==> src/rtl/encrypt_round_ctrl_if.sv <==
// rtl/encrypt_round_ctrl_if.sv - operand/result handshake bundle for encrypt_round_ctrl (mode signal present when DECRYPT_EN is defined)
interface encrypt_round_ctrl_if;
    logic       in_valid;
    logic       in_ready;
    logic [7:0] number;
    logic [7:0] key;
`ifdef DECRYPT_EN
    logic       mode;
`endif
    logic       out_valid;
    logic       out_ready;
    logic [7:0] enc_number;

    modport master (
        output in_valid,
        output number,
        output key,
`ifdef DECRYPT_EN
        output mode,
`endif
        output out_ready,
        input  in_ready,
        input  out_valid,
        input  enc_number
    );

    modport slave (
        input  in_valid,
        input  number,
        input  key,
`ifdef DECRYPT_EN
        input  mode,
`endif
        input  out_ready,
        output in_ready,
        output out_valid,
        output enc_number
    );
endinterface

==> src/rtl/encrypt_round_ctrl.sv <==
// rtl/encrypt_round_ctrl.sv - iterative nibble-Feistel round controller, one round per clock; DECRYPT_EN adds a reversed key schedule selected by mode
module encrypt_round_ctrl #(
    parameter int ROUNDS = 4
) (
    input  logic                 clock,
    input  logic                 reset,
    encrypt_round_ctrl_if.slave  bus,
    output logic                 busy,
    output logic [3:0]           round_idx
);

    typedef enum logic [1:0] {
        IDLE = 2'd0,
        RUN  = 2'd1,
        DONE = 2'd2
    } state_t;

    localparam logic [3:0] LAST = 4'(ROUNDS - 1);

    state_t     state_q, state_d;
    logic [3:0] cnt_q, cnt_d;
    logic [3:0] l_q, l_d;
    logic [3:0] r_q, r_d;
    logic [7:0] key_q, key_d;
    logic [7:0] enc_q, enc_d;
`ifdef DECRYPT_EN
    logic       mode_q, mode_d;
`endif

    logic [2:0]  rot_amt;
    logic [15:0] rot_wide;
    logic [7:0]  round_key;
    logic [7:0]  expand;
    logic [7:0]  mix;
    logic [3:0]  s_val;
    logic [3:0]  l_new;
    logic        is_last;

    // Round key: master key rotated left; decrypt walks the schedule backwards
    always_comb begin
`ifdef DECRYPT_EN
        rot_amt = mode_q ? (LAST[2:0] - cnt_q[2:0]) : cnt_q[2:0];
`else
        rot_amt = cnt_q[2:0];
`endif
        rot_wide  = {key_q, key_q} << rot_amt;
        round_key = rot_wide[15:8];
    end

    // Shared round function: expand R, mix with key, fold nibbles, xor into L
    always_comb begin
        expand  = {r_q[0], r_q[3], r_q[2], r_q[1], r_q[2], r_q[1], r_q[0], r_q[3]};
        mix     = expand ^ round_key;
        s_val   = mix[7:4] + mix[3:0] + {3'b000, round_key[0]};
        l_new   = l_q ^ s_val;
        is_last = (cnt_q == LAST);
    end

    // Next-state and datapath register updates
    always_comb begin
        state_d = state_q;
        cnt_d   = cnt_q;
        l_d     = l_q;
        r_d     = r_q;
        key_d   = key_q;
        enc_d   = enc_q;
`ifdef DECRYPT_EN
        mode_d  = mode_q;
`endif
        case (state_q)
            IDLE: begin
                if (bus.in_valid) begin
                    l_d     = bus.number[7:4];
                    r_d     = bus.number[3:0];
                    key_d   = bus.key;
                    cnt_d   = 4'd0;
`ifdef DECRYPT_EN
                    mode_d  = bus.mode;
`endif
                    state_d = RUN;
                end
            end
            RUN: begin
                if (is_last) begin
                    // Final round keeps the halves in place
                    l_d     = l_new;
                    enc_d   = {l_new, r_q};
                    cnt_d   = 4'd0;
                    state_d = DONE;
                end else begin
                    l_d   = r_q;
                    r_d   = l_new;
                    cnt_d = cnt_q + 4'd1;
                end
            end
            DONE: begin
                if (bus.out_ready) begin
                    state_d = IDLE;
                end
            end
            default: begin
                state_d = IDLE;
            end
        endcase
    end

    // State and datapath registers; reset aborts any operation in flight
    always_ff @(posedge clock) begin
        if (reset) begin
            state_q <= IDLE;
            cnt_q   <= 4'd0;
            l_q     <= 4'd0;
            r_q     <= 4'd0;
            key_q   <= 8'd0;
            enc_q   <= 8'd0;
`ifdef DECRYPT_EN
            mode_q  <= 1'b0;
`endif
        end else begin
            state_q <= state_d;
            cnt_q   <= cnt_d;
            l_q     <= l_d;
            r_q     <= r_d;
            key_q   <= key_d;
            enc_q   <= enc_d;
`ifdef DECRYPT_EN
            mode_q  <= mode_d;
`endif
        end
    end

    // Status outputs decoded from the registered state
    always_comb begin
        bus.in_ready   = (state_q == IDLE);
        bus.out_valid  = (state_q == DONE);
        bus.enc_number = enc_q;
        busy           = (state_q != IDLE);
        round_idx      = (state_q == RUN) ? cnt_q : 4'd0;
    end

endmodule

==> src/flat_wrapper.sv <==
// flat-port wrapper written by rule: the top's interface ports become plain ports
module encrypt_round_ctrl_flat 
#(
    parameter int ROUNDS = 4
)
  (clock, reset, busy, round_idx, bus_in_valid, bus_number, bus_key, bus_out_ready, bus_in_ready, bus_out_valid, bus_enc_number);
  encrypt_round_ctrl_if bus_i ();
  input  logic clock;
  input  logic reset;
  output logic busy;
  output logic [3:0] round_idx;
  input wire logic [$bits(bus_i.in_valid)-1:0] bus_in_valid;
  input wire logic [$bits(bus_i.number)-1:0] bus_number;
  input wire logic [$bits(bus_i.key)-1:0] bus_key;
  input wire logic [$bits(bus_i.out_ready)-1:0] bus_out_ready;
  output wire logic [$bits(bus_i.in_ready)-1:0] bus_in_ready;
  output wire logic [$bits(bus_i.out_valid)-1:0] bus_out_valid;
  output wire logic [$bits(bus_i.enc_number)-1:0] bus_enc_number;
  assign bus_i.in_valid = bus_in_valid;
  assign bus_i.number = bus_number;
  assign bus_i.key = bus_key;
  assign bus_i.out_ready = bus_out_ready;
  assign bus_in_ready = bus_i.in_ready;
  assign bus_out_valid = bus_i.out_valid;
  assign bus_enc_number = bus_i.enc_number;
  encrypt_round_ctrl #(.ROUNDS(ROUNDS)) u_core (.clock(clock), .reset(reset), .bus(bus_i), .busy(busy), .round_idx(round_idx));
endmodule
==> config.mk <==
export PLATFORM = sky130hd
export DESIGN_NAME = encrypt_round_ctrl_flat
export DESIGN_NICKNAME = d
export VERILOG_FILES = /design/src/rtl/encrypt_round_ctrl_if.sv /design/src/rtl/encrypt_round_ctrl.sv /design/src/flat_wrapper.sv
export SDC_FILE = /design/constraint.sdc
export NUM_CORES = 1
export LEC_CHECK = 0
export ABC_AREA = 1
export CAP_MARGIN = 30
export CORE_ASPECT_RATIO = 1.4
export CORE_MARGIN = 5
export CORE_UTILIZATION = 50
export CTS_CLUSTER_DIAMETER = 50
export DETAILED_ROUTE_END_ITERATION = 8
export PLACE_DENSITY = 0.78
export SYNTH_ARGS = -nofsm -noshare
export SYNTH_HDL_FRONTEND = slang
export SYNTH_SLANG_ARGS = --single-unit
export TNS_END_PERCENT = 1
==> constraint.sdc <==
create_clock -name clock -period 6.4 [get_ports clock]
set_input_delay 1.28 -clock clock [delete_from_list [all_inputs] [get_ports clock]]
set_output_delay 1.28 -clock clock [all_outputs]
set_load 0.005 [all_outputs]
==> results of run 1 <==
-- flip-flops by register name, indices dropped and copies added, names as in the netlist --
signal	flops
u_core.state_q	2
u_core.r_q	4
u_core.cnt_q	4
u_core.key_q	8
u_core.bus.enc_number	8
u_core.l_q	4
-- layout make-up --
type	count	share of cell area [%]
multi-input combinational	195	45.26
inverter	30	5.143
tap	40	2.286
sequential	30	27.43
clock buffer	6	3.771
clock inverter	2	0.5714
timing repair buffer	34	15.54
-- cells by family (layout without fill, tap and decap cells) --
kind of cell / count (synthesis) / after routing / synth area share [%]
DFF: 30 / 30 / 34.09
buffers and inverters: 39 / 72 / 9.658
AOI/OAI and AO/OA: 59 / 59 / 18.04
adders and majority gates: 4 / 4 / 3.267
xor gates and xnor gates: 8 / 8 / 3.977
and+or+nand+nor: 124 / 124 / 30.97
-- cell usage in the layout, fill, tap and decap left out, drive strengths merged, types with 3 or more instances in the layout --
cell,n
nand2,70
inv,30
nand3,24
ha,3
clkdlybuf4s50,34
clkbuf,6
o21ai,31
nor2,25
dfxtp,30
xor2,5
xnor2,3
a21oi,21
nand4,3
-- synth_stat cells, drive strengths merged --
library cell / n
nand2: 70
o21ai: 31
dfxtp: 30
inv: 30
nor2: 25
nand3: 24
a21oi: 21
buf: 5
xor2: 5
clkbuf: 4
ha: 3
nand4: 3
xnor2: 3
a221oi: 2
a31oi: 2
and2: 2
a211oi: 1
a311oi: 1
fa: 1
o31ai: 1
-- layer usage --
metal	part of all wire, %	wire [um]
met3	6.2	271
met1	41	1772
met2	50	2150
met5	0	0
met4	3.4	149
-- power by group through the flow --
stage	combinational [mW]	clock [mW]	sequential, mW
global placement	0.155	0	0.217
CTS	0.159	0.163	0.213
floorplan	0.120	0	0.212
detailed placement	0.158	0	0.217
global route	0.178	0.169	0.214
finish	0.160	0.161	0.213
-- metrics by stage --
step                      instance area (sq um)  power (mW)
after floorplan                            1762      0.3313
after global placement                     2095      0.3720
after detailed placement                   2095      0.3755
after CTS                                  2190      0.5352
after global routing                       2190      0.5609
final                                      2190      0.5337
-- path summary, 6_finish.rpt --
path         depth (start not counted)                               endpoint  slack, ns
min                                  2  u_core.bus.enc_number[5]$_SDFFE_PP0P_       0.47
max                                  5                           round_idx[2]       3.12
min reg2reg                          2  u_core.bus.enc_number[5]$_SDFFE_PP0P_       0.47
max reg2reg                         12             u_core.r_q[2]$_SDFFE_PP0P_       3.56
-- worst reg2reg max path, stage by stage (launching register included) --
cell      delay, ns
dfxtp_1        0.63
inv_2          0.18
nand2_1        0.09
and2_1         0.15
nand2_1        0.05
o21ai_0        0.09
o21ai_0        0.12
xor2_1         0.19
fa_1           0.45
xnor2_1        0.24
xnor2_1        0.18
nand2_1        0.08
a221oi_1       0.27
==> reports/metrics.cfg, run 1 <==
[floorplan]
die-area_sq_um=4827
rows=25
start_util_pct=52.15
die_w_um=60.17
core_area_sq_um=3378
die_h_um=80.23
ios=35

[pwr]
peakVddDrop_uv=166.0
p_sw_share_pct=34.15
seqPwrFrac_pct=40.0
p_switching_mw=0.1822
leakage_nw=0.9457
p_clk_share_pct=30.1
pwr-share-comb_pct=30.0
cellPowerDensity_nw_per_um2=243.7
intPower_mw=0.3515

[timing]
slew_violations=0
post-route-min-period_ns=3.280
setup_viol=0
setup_ws_ns=3.120
hold_violations=0
clock-skew-final_ns=0.006233
max_freq_ghz=0.3049
worst_slew_pin_slew_ns=0.8479
fin_hold_ws_ns=0.4678
fin_setup_tns_ns=0
slew_headroom_pct=43.27
final.period_utilization_pct=51.25
rsz0062_at_grt=no

[synthesis]
synthesis.area_sq_um=1762
syn_avg_cell_area_sq_um=6.673
synth_top_area_share_pct=34.09
synthTopCellsByArea=dfxtp_1, nand2_1, o21ai_0
synth_seq_cells=30
ys_types=28
netlist_instances=264
ys_warn_count=0
synth-seq-area-share_pct=34.09
synth.largest_area_cell=dfxtp_1
synth_fp_nets=288

[place]
dp_hpwl_um=3390
io_buffers=34
pre_cts_slack_ns=3.440
gp_congestion=0.8051
dp.cells=329

[grt]
grt_use_total_pct=19.13
grt_max_degree=18
grt_use_met3_pct=4.180
busiest_layer=met2
antenna_found_initial=0
grt_overflow=0
met1_usage_pct=21.67
met2_usage_pct=32.58
grt_pass1_wl_um=6996
grt_pass1_vias=1580

[layout]
final-seq-area_sq_um=600.6
fillers=309
drive_gt1_share_pct=9.091
multiInputGateArea_sq_um=991.0
diodes=0
final_core_util_pct=64.81
nets=320
area_delta_synth_final_pct=24.29
instances_no_fill=337

[clock_tree]
cts.path.max_buffers=2
clock_sinks=30
clock_latency_ns=0.28
cts_tree=done
htree_levels=2
root_buffer=clkbuf_8
clk_pin_slew_ns=0.07
numCtsBuffers=5
postCtsSetupBuffers=0
cts_hold_buf=0
ctsResizeCount=0

[detailed_routing]
firstDrtPassIters=4
ant_nets=0
routedWlPerCell_um=12.89
totalWireLength_um=4343
via_per_inst=5.234
drtIter0Drc=64
drc=0
vias=1764

[critical_path]
cp_top_family=buffers and inverters
arrival_ns=2.00
path_cells=inv_1 -> nor2_2 -> inv_1 -> nor2_1 -> clkdlybuf4s50_1
cp.required_ns=5.12
startpoint=u_core.state_q[0]$_SDFFE_PP0P_
rr_startpoint=u_core.cnt_q[0]$_SDFFE_PP0P_
critPathMaxFanout=12
crit_type=reg2out
crit_top_cell=inv_1
critical-path-slowest-cell=clkdlybuf4s50_1
cp-start-kind=flop
critPathCaptureType=output port
crit_buf_inv=3
critical-path-max-stage-delay_ns=0.52

[flow_run]
maxCapViolCount=0

[min_path]
hold_start=u_core.bus.enc_number[5]$_SDFFE_PP0P_
hp-class=reg2reg

[run_status]
outcome=complete, no violations

Power figures use the tool's default switching activity.
==> inputs of run 2 (changes only) <==
==> constraint.sdc (replaced) <==
create_clock -name clock -period 3.3 [get_ports clock]
set_input_delay 0.66 -clock clock [delete_from_list [all_inputs] [get_ports clock]]
set_output_delay 0.66 -clock clock [all_outputs]
set_load 0.005 [all_outputs]
==> reports/metrics.cfg, run 2 (same netlist as run 1, synthesis figures left out) <==
[floorplan]
ios=35  ; unchanged
die_h_um=80.23  ; unchanged
rows=25  ; unchanged
core_area_sq_um=3378  ; unchanged
die_w_um=60.17  ; unchanged
die-area_sq_um=4827  ; unchanged
start_util_pct=52.15  ; unchanged

[run_status]
outcome=complete, no violations  ; unchanged

[grt]
grt_use_met3_pct=4.662  ; was 4.180%
grt_use_total_pct=20.10  ; was 19.13%
busiest_layer=met2  ; unchanged
met1_usage_pct=21.16  ; was 21.67%
grt_pass1_vias=1664  ; was 1580
grt_pass1_wl_um=7314  ; was 6996 um
grt_max_degree=18  ; unchanged
antenna_found_initial=0  ; unchanged
met2_usage_pct=36.58  ; was 32.58%
grt_overflow=0  ; unchanged

[timing]
hold_violations=0  ; unchanged
worst_slew_pin_slew_ns=0.4703  ; was 0.8479 ns
slew_headroom_pct=68.53  ; was 43.27%
rsz0062_at_grt=no  ; unchanged
post-route-min-period_ns=2.648
fin_setup_tns_ns=0  ; unchanged
max_freq_ghz=0.3777
setup_viol=0  ; unchanged
final.period_utilization_pct=80.24
clock-skew-final_ns=0.005883  ; was 0.006233 ns
slew_violations=0  ; unchanged

[detailed_routing]
routedWlPerCell_um=12.89  ; about the same
drtIter0Drc=97  ; was 64
totalWireLength_um=4384  ; was 4343 um
vias=1797  ; was 1764
firstDrtPassIters=4  ; unchanged
drc=0  ; unchanged
ant_nets=0  ; unchanged
via_per_inst=5.285  ; was 5.234

[pwr]
p_switching_mw=0.3513  ; was 0.1822 mW
p_sw_share_pct=33.95  ; was 34.15%
intPower_mw=0.6835  ; was 0.3515 mW
leakage_nw=0.9611  ; was 0.9457 nW
pwr-share-comb_pct=29.4  ; was 30.0%
p_clk_share_pct=30.5  ; was 30.1%
cellPowerDensity_nw_per_um2=467.8  ; was 243.7 nW/um^2
seqPwrFrac_pct=40.1  ; was 40.0%
peakVddDrop_uv=405.8  ; was 166.0 uV

[clock_tree]
numCtsBuffers=5  ; unchanged
postCtsSetupBuffers=0  ; unchanged
clock_sinks=30  ; unchanged
root_buffer=clkbuf_8  ; unchanged
htree_levels=2  ; unchanged
cts_tree=done  ; unchanged
ctsResizeCount=0  ; unchanged
clk_pin_slew_ns=0.07  ; about the same
cts_hold_buf=0  ; unchanged
clock_latency_ns=0.29  ; was 0.28 ns
cts.path.max_buffers=2  ; unchanged

[layout]
most-common-layout-cells=nand2_1, clkdlybuf4s50_1, dfxtp_1  ; unchanged
mostFrequentLayoutCell=nand2_1  ; unchanged
nets=323  ; was 320
final_core_util_pct=65.48  ; was 64.81%
drive_gt1_share_pct=10.00  ; was 9.091%
diodes=0  ; unchanged
area_delta_synth_final_pct=25.57  ; was 24.29%

[critical_path]
critical-path-slowest-cell=dfxtp_1  ; was clkdlybuf4s50_1
cp_top_family=flip-flops  ; was buffers and inverters
critPathMaxFanout=15  ; was 12
arrival_ns=2.85  ; was 2.00 ns
crit_top_cell=nand2_1  ; was inv_1
crit_buf_inv=2  ; was 3
critPathCaptureType=flop  ; was output port
cp.required_ns=3.50  ; was 5.12 ns
path_cells=inv_2 -> nand2_1 -> nand3_1 -> o21ai_0 -> inv_1 -> nand2_1 -> o21ai_0 -> xor2_1 -> fa_1 -> xnor2_1 -> xnor2_1 -> nand2_1 -> a221oi_1  ; was inv_1 -> nor2_2 -> inv_1 -> nor2_1 -> clkdlybuf4s50_1
crit_type=reg2reg  ; was reg2out
critical-path-max-stage-delay_ns=0.61  ; was 0.52 ns
cp-start-kind=flop  ; unchanged

[place]
io_buffers=34  ; unchanged
dp_hpwl_um=3445  ; was 3390 um
gp_congestion=0.8821  ; was 0.8051

[min_path]
hp-class=reg2reg  ; unchanged

[flow_run]
maxCapViolCount=0  ; unchanged

[run 2: worst min-delay path: stages (launching register included)]
cell	delay, ns
dfxtp_1	0.31
nand2_1	0.05
o21ai_1	0.05
[run 2: final timing paths]
check / startpoint / end / slack (ns) / cells past startpoint
max: u_core.cnt_q[0]$_SDFFE_PP0P_ / u_core.r_q[2]$_SDFFE_PP0P_ / 0.65 / 13
min: u_core.bus.enc_number[7]$_SDFFE_PP0P_ / u_core.bus.enc_number[7]$_SDFFE_PP0P_ / 0.46 / 2
max reg2reg: u_core.cnt_q[0]$_SDFFE_PP0P_ / u_core.r_q[2]$_SDFFE_PP0P_ / 0.65 / 13
min reg2reg: u_core.bus.enc_number[7]$_SDFFE_PP0P_ / u_core.bus.enc_number[7]$_SDFFE_PP0P_ / 0.46 / 2
[run 2: cell type report]
type,instances,area (sq um)
multi-input cells,195,991.0
inverters,30,112.6
repair buffers,37,362.8
well taps,40,50.05
flip-flops and latches,30,600.6
clock inverters,2,12.51
clock buffers,6,82.58
fillers,334,1166
[run 2: power by group through the flow]
stage,logic [mW],registers [mW],clock network [mW]
floorplan,0.232,0.411,0
global placement,0.300,0.422,0
detailed placement,0.305,0.423,0
CTS,0.307,0.415,0.321
global route,0.348,0.418,0.334
finish,0.305,0.415,0.315
[run 2: per-stage QoR]
| stage | instance area, sq um | setup slack, ns | instances | hold WS [ns] | total power [mW] |
|---|---|---|---|---|---|
| 2_1_floorplan | 1762 | 0.9553 | 264 | 0.4459 | 0.6425 |
| 3_3_place_gp | 2117 | 0.7279 | 332 | 0.4450 | 0.7212 |
| 6_report | 2212 | 0.6521 | 340 | 0.4562 | 1.035 |
| 4_1_cts | 2212 | 0.6468 | 340 | 0.4593 | 1.043 |
| 5_1_grt | 2212 | 0.3294 | 340 | 0.4844 | 1.100 |
| 3_5_place_dp | 2117 | 0.6387 | 332 | 0.4484 | 0.7277 |
[run 2: per-layer routing]
metal,routed length [um],part of all wire [%],vias to the layer above
li1,-,-,931
met1,1691,39,809
met2,2324,53,45
met3,259,5.9,12
met4,108,2.5,0
met5,0,0,-
==> RTL change 1: new RTL, flow settings as in run 2 <==
`key_q` no longer has a reset.
--- a/src/rtl/encrypt_round_ctrl.sv
+++ b/src/rtl/encrypt_round_ctrl.sv
@@ -112,5 +112,4 @@
             l_q     <= 4'd0;
             r_q     <= 4'd0;
-            key_q   <= 8'd0;
             enc_q   <= 8'd0;
 `ifdef DECRYPT_EN
@@ -122,5 +121,4 @@
             l_q     <= l_d;
             r_q     <= r_d;
-            key_q   <= key_d;
             enc_q   <= enc_d;
 `ifdef DECRYPT_EN
@@ -128,4 +126,8 @@
 `endif
         end
+    end
+
+    always_ff @(posedge clock) begin
+        key_q <= key_d;
     end
 
Check against the original RTL: no difference found for any inputs over 4 cycles, from zero or initial values and one cycle with reset high; that may be too few to reach the edited logic, so the function may still have changed.
==> RTL change 1 against run 2 <==
  * Count of clock-buffer cells in the layout did not move
  * Area after synthesis rose by 5.1%
  * Sequential cell count did not move
  * Worst setup slack got worse by 21 ps
  * Wire length fell by 1.7%
  * Non-clock buffer count fell by 2
  * Cell area rose by 2.5%
  * Total power rose by 0.79%
  * Core utilization fell by 2.7 points
  * Fmax fell by 0.79%
  * Largest cell class unchanged
  * Highest routed layer unchanged
==> RTL change 1: results (changes against run 2) <==
[placement]
dpl_cell_area_mm2=0.00219  ; was 0.00212 mm²
dp_slack_ps=666  ; was 639 ps
dp_cells=298  ; was 332
place_congestion=0.830  ; was 0.882
dp_hpwl_um=3340  ; was 3440 µm

[cells_and_area]
final_net_count=287  ; was 323
fillers=305  ; was 334
area.sequential_um2=681  ; was 601 µm²
buffers=35  ; was 37
buffer_area_share_pct=15.3  ; was 16.4%
multi_input_area_mm2=0.00100  ; was 991 µm²
clkCellAreaFrac_pct=3.59  ; was 4.30%
inverters=27  ; was 30
drive_above_1_share_pct=15.9  ; was 10.0%
num-multi-input-gates=164  ; was 195

[critical_path]
max_stage_delay_ps=570  ; was 610 ps
rrSetupSlack_ps=630  ; was 650 ps
crit_arrival_ps=2900  ; was 2850 ps
cp_slowest_cell=fa_1  ; was dfxtp_1
cp_max_fo=12  ; was 15
crit_family=adder cells  ; was flip-flops

[yosys]
synth_fp_nets=253  ; was 288
seq_area_frac_synth_pct=36.8  ; was 34.1%
synth_area_mm2=0.00185  ; was 0.00176 mm²
synth_area_per_cell_um2=8.09  ; was 6.67 µm²
synth_area_leaders=dfxtp_1, edfxtp_1, nand2_1, a21oi_1, nand3_1  ; was dfxtp_1, nand2_1, o21ai_0, nand3_1, a21oi_1
synth_edf_count=8  ; was 0
synth.distinct_cells=35  ; was 28
synth_commonest_cells=nand2_1, a21oi_1, dfxtp_1, inv_1, nand3_1  ; was nand2_1, dfxtp_1, o21ai_0, inv_1, nor2_1

[timing]
fin_crit_sh_pct=80.9  ; was 80.2%
fin_skew_ps=2.71  ; was 5.88 ps
holdWs_ps=473  ; was 456 ps
worst_pin_slew_ps=451  ; was 470 ps

[clock_tree]
post_cts_resized=0  ; unchanged

[power]
p_leak_uw=0.000965  ; was 0.000961 µW
vdd.ir_drop.worst_uv=386  ; was 406 µV
comb_power_share_pct=32.3  ; was 29.4%
pwr-share-seq_pct=41.0  ; was 40.1%
pg_comb_uw=337  ; was 305 µW
switchingPower_uw=353  ; was 351 µW

[run_status]
status=complete, no violations  ; unchanged

[global_route]
grt_pass1_wl_um=7280  ; was 7310 µm
grt_max_degree=13  ; was 18
track_usage_pct=19.8  ; was 20.1%

[drt]
drt-initial-drc-count=48  ; was 97
avgViaCountPerCell=5.25  ; was 5.29
num_vias=1606  ; was 1,797
drt-total-wl_um=4310  ; was 4380 µm

==> RTL change 1: path summary, 6_finish.rpt <==
check                           cells after the start                        to                startpoint
worst min-delay path                                2  u_core.bus.enc_number[4]  u_core.bus.enc_number[4]
worst min register to register                      2  u_core.bus.enc_number[4]  u_core.bus.enc_number[4]
worst max register to register                     14             u_core.l_q[1]           u_core.cnt_q[0]
worst max-delay path                               14             u_core.l_q[1]           u_core.cnt_q[0]
==> RTL change 1: kinds of logic (layout without fill, tap and decap cells) <==
family                   Yosys count  count (layout)  share of synthesized area [%]
AO/OA/AOI/OAI                     49              49                           14.4
XOR/XNOR                          10              10                           5.47
adder cells (fa/ha/maj)            4               4                           3.11
buffers and inverters             35              70                           9.19
flip-flops                        30              30                           36.8
AND/OR/NAND/NOR                  101             101                           31.1
==> RTL change 1: metal layers <==
metal	wire length [µm]	vias to the layer above	track usage, %
met5	0	-	0
met3	208	6	4.87
met4	72	0	8.07
met2	2220	52	33.3
li1	-	828	-
met1	1810	720	23.5
==> RTL change 2: new RTL, flow settings as in run 2 <==
Without the edit above. Make the reset (`reset`) asynchronous in one clocked block.
--- a/src/rtl/encrypt_round_ctrl.sv
+++ b/src/rtl/encrypt_round_ctrl.sv
@@ -106,5 +106,5 @@
 
     // State and datapath registers; reset aborts any operation in flight
-    always_ff @(posedge clock) begin
+    always_ff @(posedge clock or posedge reset) begin
         if (reset) begin
             state_q <= IDLE;
Behaviour: differs if reset is asserted again (counterexample within 4 cycles, from zero or initial values and one cycle with reset high); with reset held inactive, the same outputs for 4 cycles.
==> RTL change 2 against run 2 <==
  * Worst setup slack worse by 100 ps
  * Cell area increased by 6.6%
  * Area after synthesis grew 4.5%
  * Sequential share of layout area up 4.7 points
  * Sequential cell count unchanged
  * Wire length decreased by 6.4%
  * Hold slack better by 12 ps
  * Critical endpoint is now u_core.l_q[2]
  * Largest cell class unchanged
Power is not shown: default switching activity piles up to over one toggle a cycle in this logic, so the estimate is an artifact.
==> RTL change 2: results (changes against run 2) <==
[run_status]
status=complete, no violations  ; unchanged

[clock_tree]
post_cts_resized=0  ; unchanged
postCtsSetupBuffers=0  ; unchanged
clkLatencyLatePin_ps=290  ; about the same
numCtsBuffers=5  ; unchanged
htree_levels=2  ; unchanged
clk_pin_slew_ps=60
cts-root-buf=clkbuf_8  ; unchanged
cts_buffer_depth=2  ; unchanged

[global_route]
grt_max_degree=31  ; was 18
grt_pass1_vias=1573  ; was 1,664
grt_pass1_wl_um=6830  ; was 7310 µm
antenna_found_initial=0  ; unchanged
track_usage_pct=18.5  ; was 20.1%

[placement]
place_congestion=0.934  ; was 0.882
place.port_buffers=34  ; unchanged
dp_cells=319  ; was 332
dp_hpwl_um=3170  ; was 3440 µm

[yosys]
synth_edf_count=0  ; unchanged
seq_area_frac_synth_pct=40.8  ; was 34.1%
yosysWarnings=0  ; unchanged
yosys.area.top_type=dfrtp_1  ; was dfxtp_1
syn_inst=247  ; was 264
synth_area_leaders=dfrtp_1, nand2_1, inv_1, nand3_1, o21ai_0  ; was dfxtp_1, nand2_1, o21ai_0, nand3_1, a21oi_1
synthArstFlopShare_pct=100  ; was 0%
synth_fp_nets=271  ; was 288
synth_commonest_cells=nand2_1, dfrtp_1, inv_1, nand3_1, o21ai_0  ; was nand2_1, dfxtp_1, o21ai_0, inv_1, nor2_1
synth.distinct_cells=30  ; was 28

[timing]
worst_pin_slew_ps=471  ; was 470 ps
fin_skew_ps=6.85  ; was 5.88 ps
setup_slack_ps=547  ; was 652 ps

[critical_path]
reg2reg_to=u_core.l_q[2]  ; was u_core.r_q[2]
reg2regPathDepth=11  ; was 13
cp_slowest_cell=dfrtp_1  ; was dfxtp_1
cp_max_fo=13  ; was 15
crit_arrival_ps=2910  ; was 2850 ps
max_stage_delay_ps=580  ; was 610 ps
r2r_start=u_core.cnt_q[0]  ; unchanged

[drt]
avgViaCountPerCell=5.06  ; was 5.29
first_pass_iters=5  ; was 4
drt-initial-drc-count=58  ; was 97
num_vias=1656  ; was 1,797
drt-total-wl_um=4110  ; was 4380 µm

[cells_and_area]
diodes=0  ; unchanged
fillers=320  ; was 334
drive_above_1_share_pct=9.47  ; was 10.0%
final_net_count=308  ; was 323

[worst_hold_path]
hold_path_class=reg -> reg  ; unchanged
hp-start=u_core.bus.enc_number[0]  ; was u_core.bus.enc_number[7]
whs_endpoint=u_core.bus.enc_number[0]  ; was u_core.bus.enc_number[7]
hold_depth=2  ; unchanged

[RTL change 2: cell count changes after synthesis, sizes merged, moves of 4 or more]
cell / delta
inv: +4
nor2: -8
o21ai: -9
xor2: +4
dfrtp: +30
nand2: +12
a21oi: -13
dfxtp: -30
[RTL change 2: final cells by class]
cell class,count,share of cell area (%)
multi-input cells,178,39.7
inverters,34,5.41
clock inverters,2,2.55
repair buffers,35,14.8
flip-flops and latches,30,31.8
clock buffers,6,3.50
well taps,42,2.23
[RTL change 2: how the worst max path moves through the flow]
stage | start | endpoint | depth (start not counted)
6_report | u_core.cnt_q[0] | u_core.l_q[2] | 11
5_1_grt | u_core.cnt_q[0] | u_core.l_q[2] | 11
4_1_cts | u_core.cnt_q[0] | u_core.l_q[2] | 11
3_5_place_dp | u_core.cnt_q[0] | u_core.l_q[2] | 11
3_3_place_gp | u_core.cnt_q[0] | u_core.l_q[2] | 11
2_1_floorplan | u_core.cnt_q[0] | u_core.l_q[1] | 13
[RTL change 2: critical path: cells and delay by family, from the launching register on]
family / cells / cell delay, ps
AO/OA/AOI/OAI: 5 / 830
flip-flops: 1 / 580
XOR/XNOR: 2 / 470
adder cells (fa/ha/maj): 1 / 460
buffers and inverters: 1 / 140
AND/OR/NAND/NOR: 2 / 140
[RTL change 2: stage by stage]
stage	utilization (%)	instance area [µm²]	hold WS (ps)
2_1_floorplan	-	1840	465
3_3_place_gp	61.3	2210	456
3_5_place_dp	61.3	2210	459
4_1_cts	65.3	2360	475
5_1_grt	65.3	2360	494
6_report	65.3	2360	469
[RTL change 2: logic make-up (layout without fill, tap and decap cells)]
group	after synthesis	in the layout	synth area share (%)
adders and majority gates	4	4	3.13
and+or+nand+nor	123	123	29.3
AOI/OAI and AO/OA	38	38	11.8
buffers and inverters	39	77	8.42
DFF	30	30	40.8
muxes	1	1	0.543
xor gates and xnor gates	12	12	6.11
[RTL change 2: routing by layer]
layer,track usage [%],part of all wire (%),vias to the layer above
li1,-,-,857
met1,20.2,39,742
met2,31.8,51,46
met3,5.66,6.2,11
met4,8.68,3.1,0
met5,0,0,-
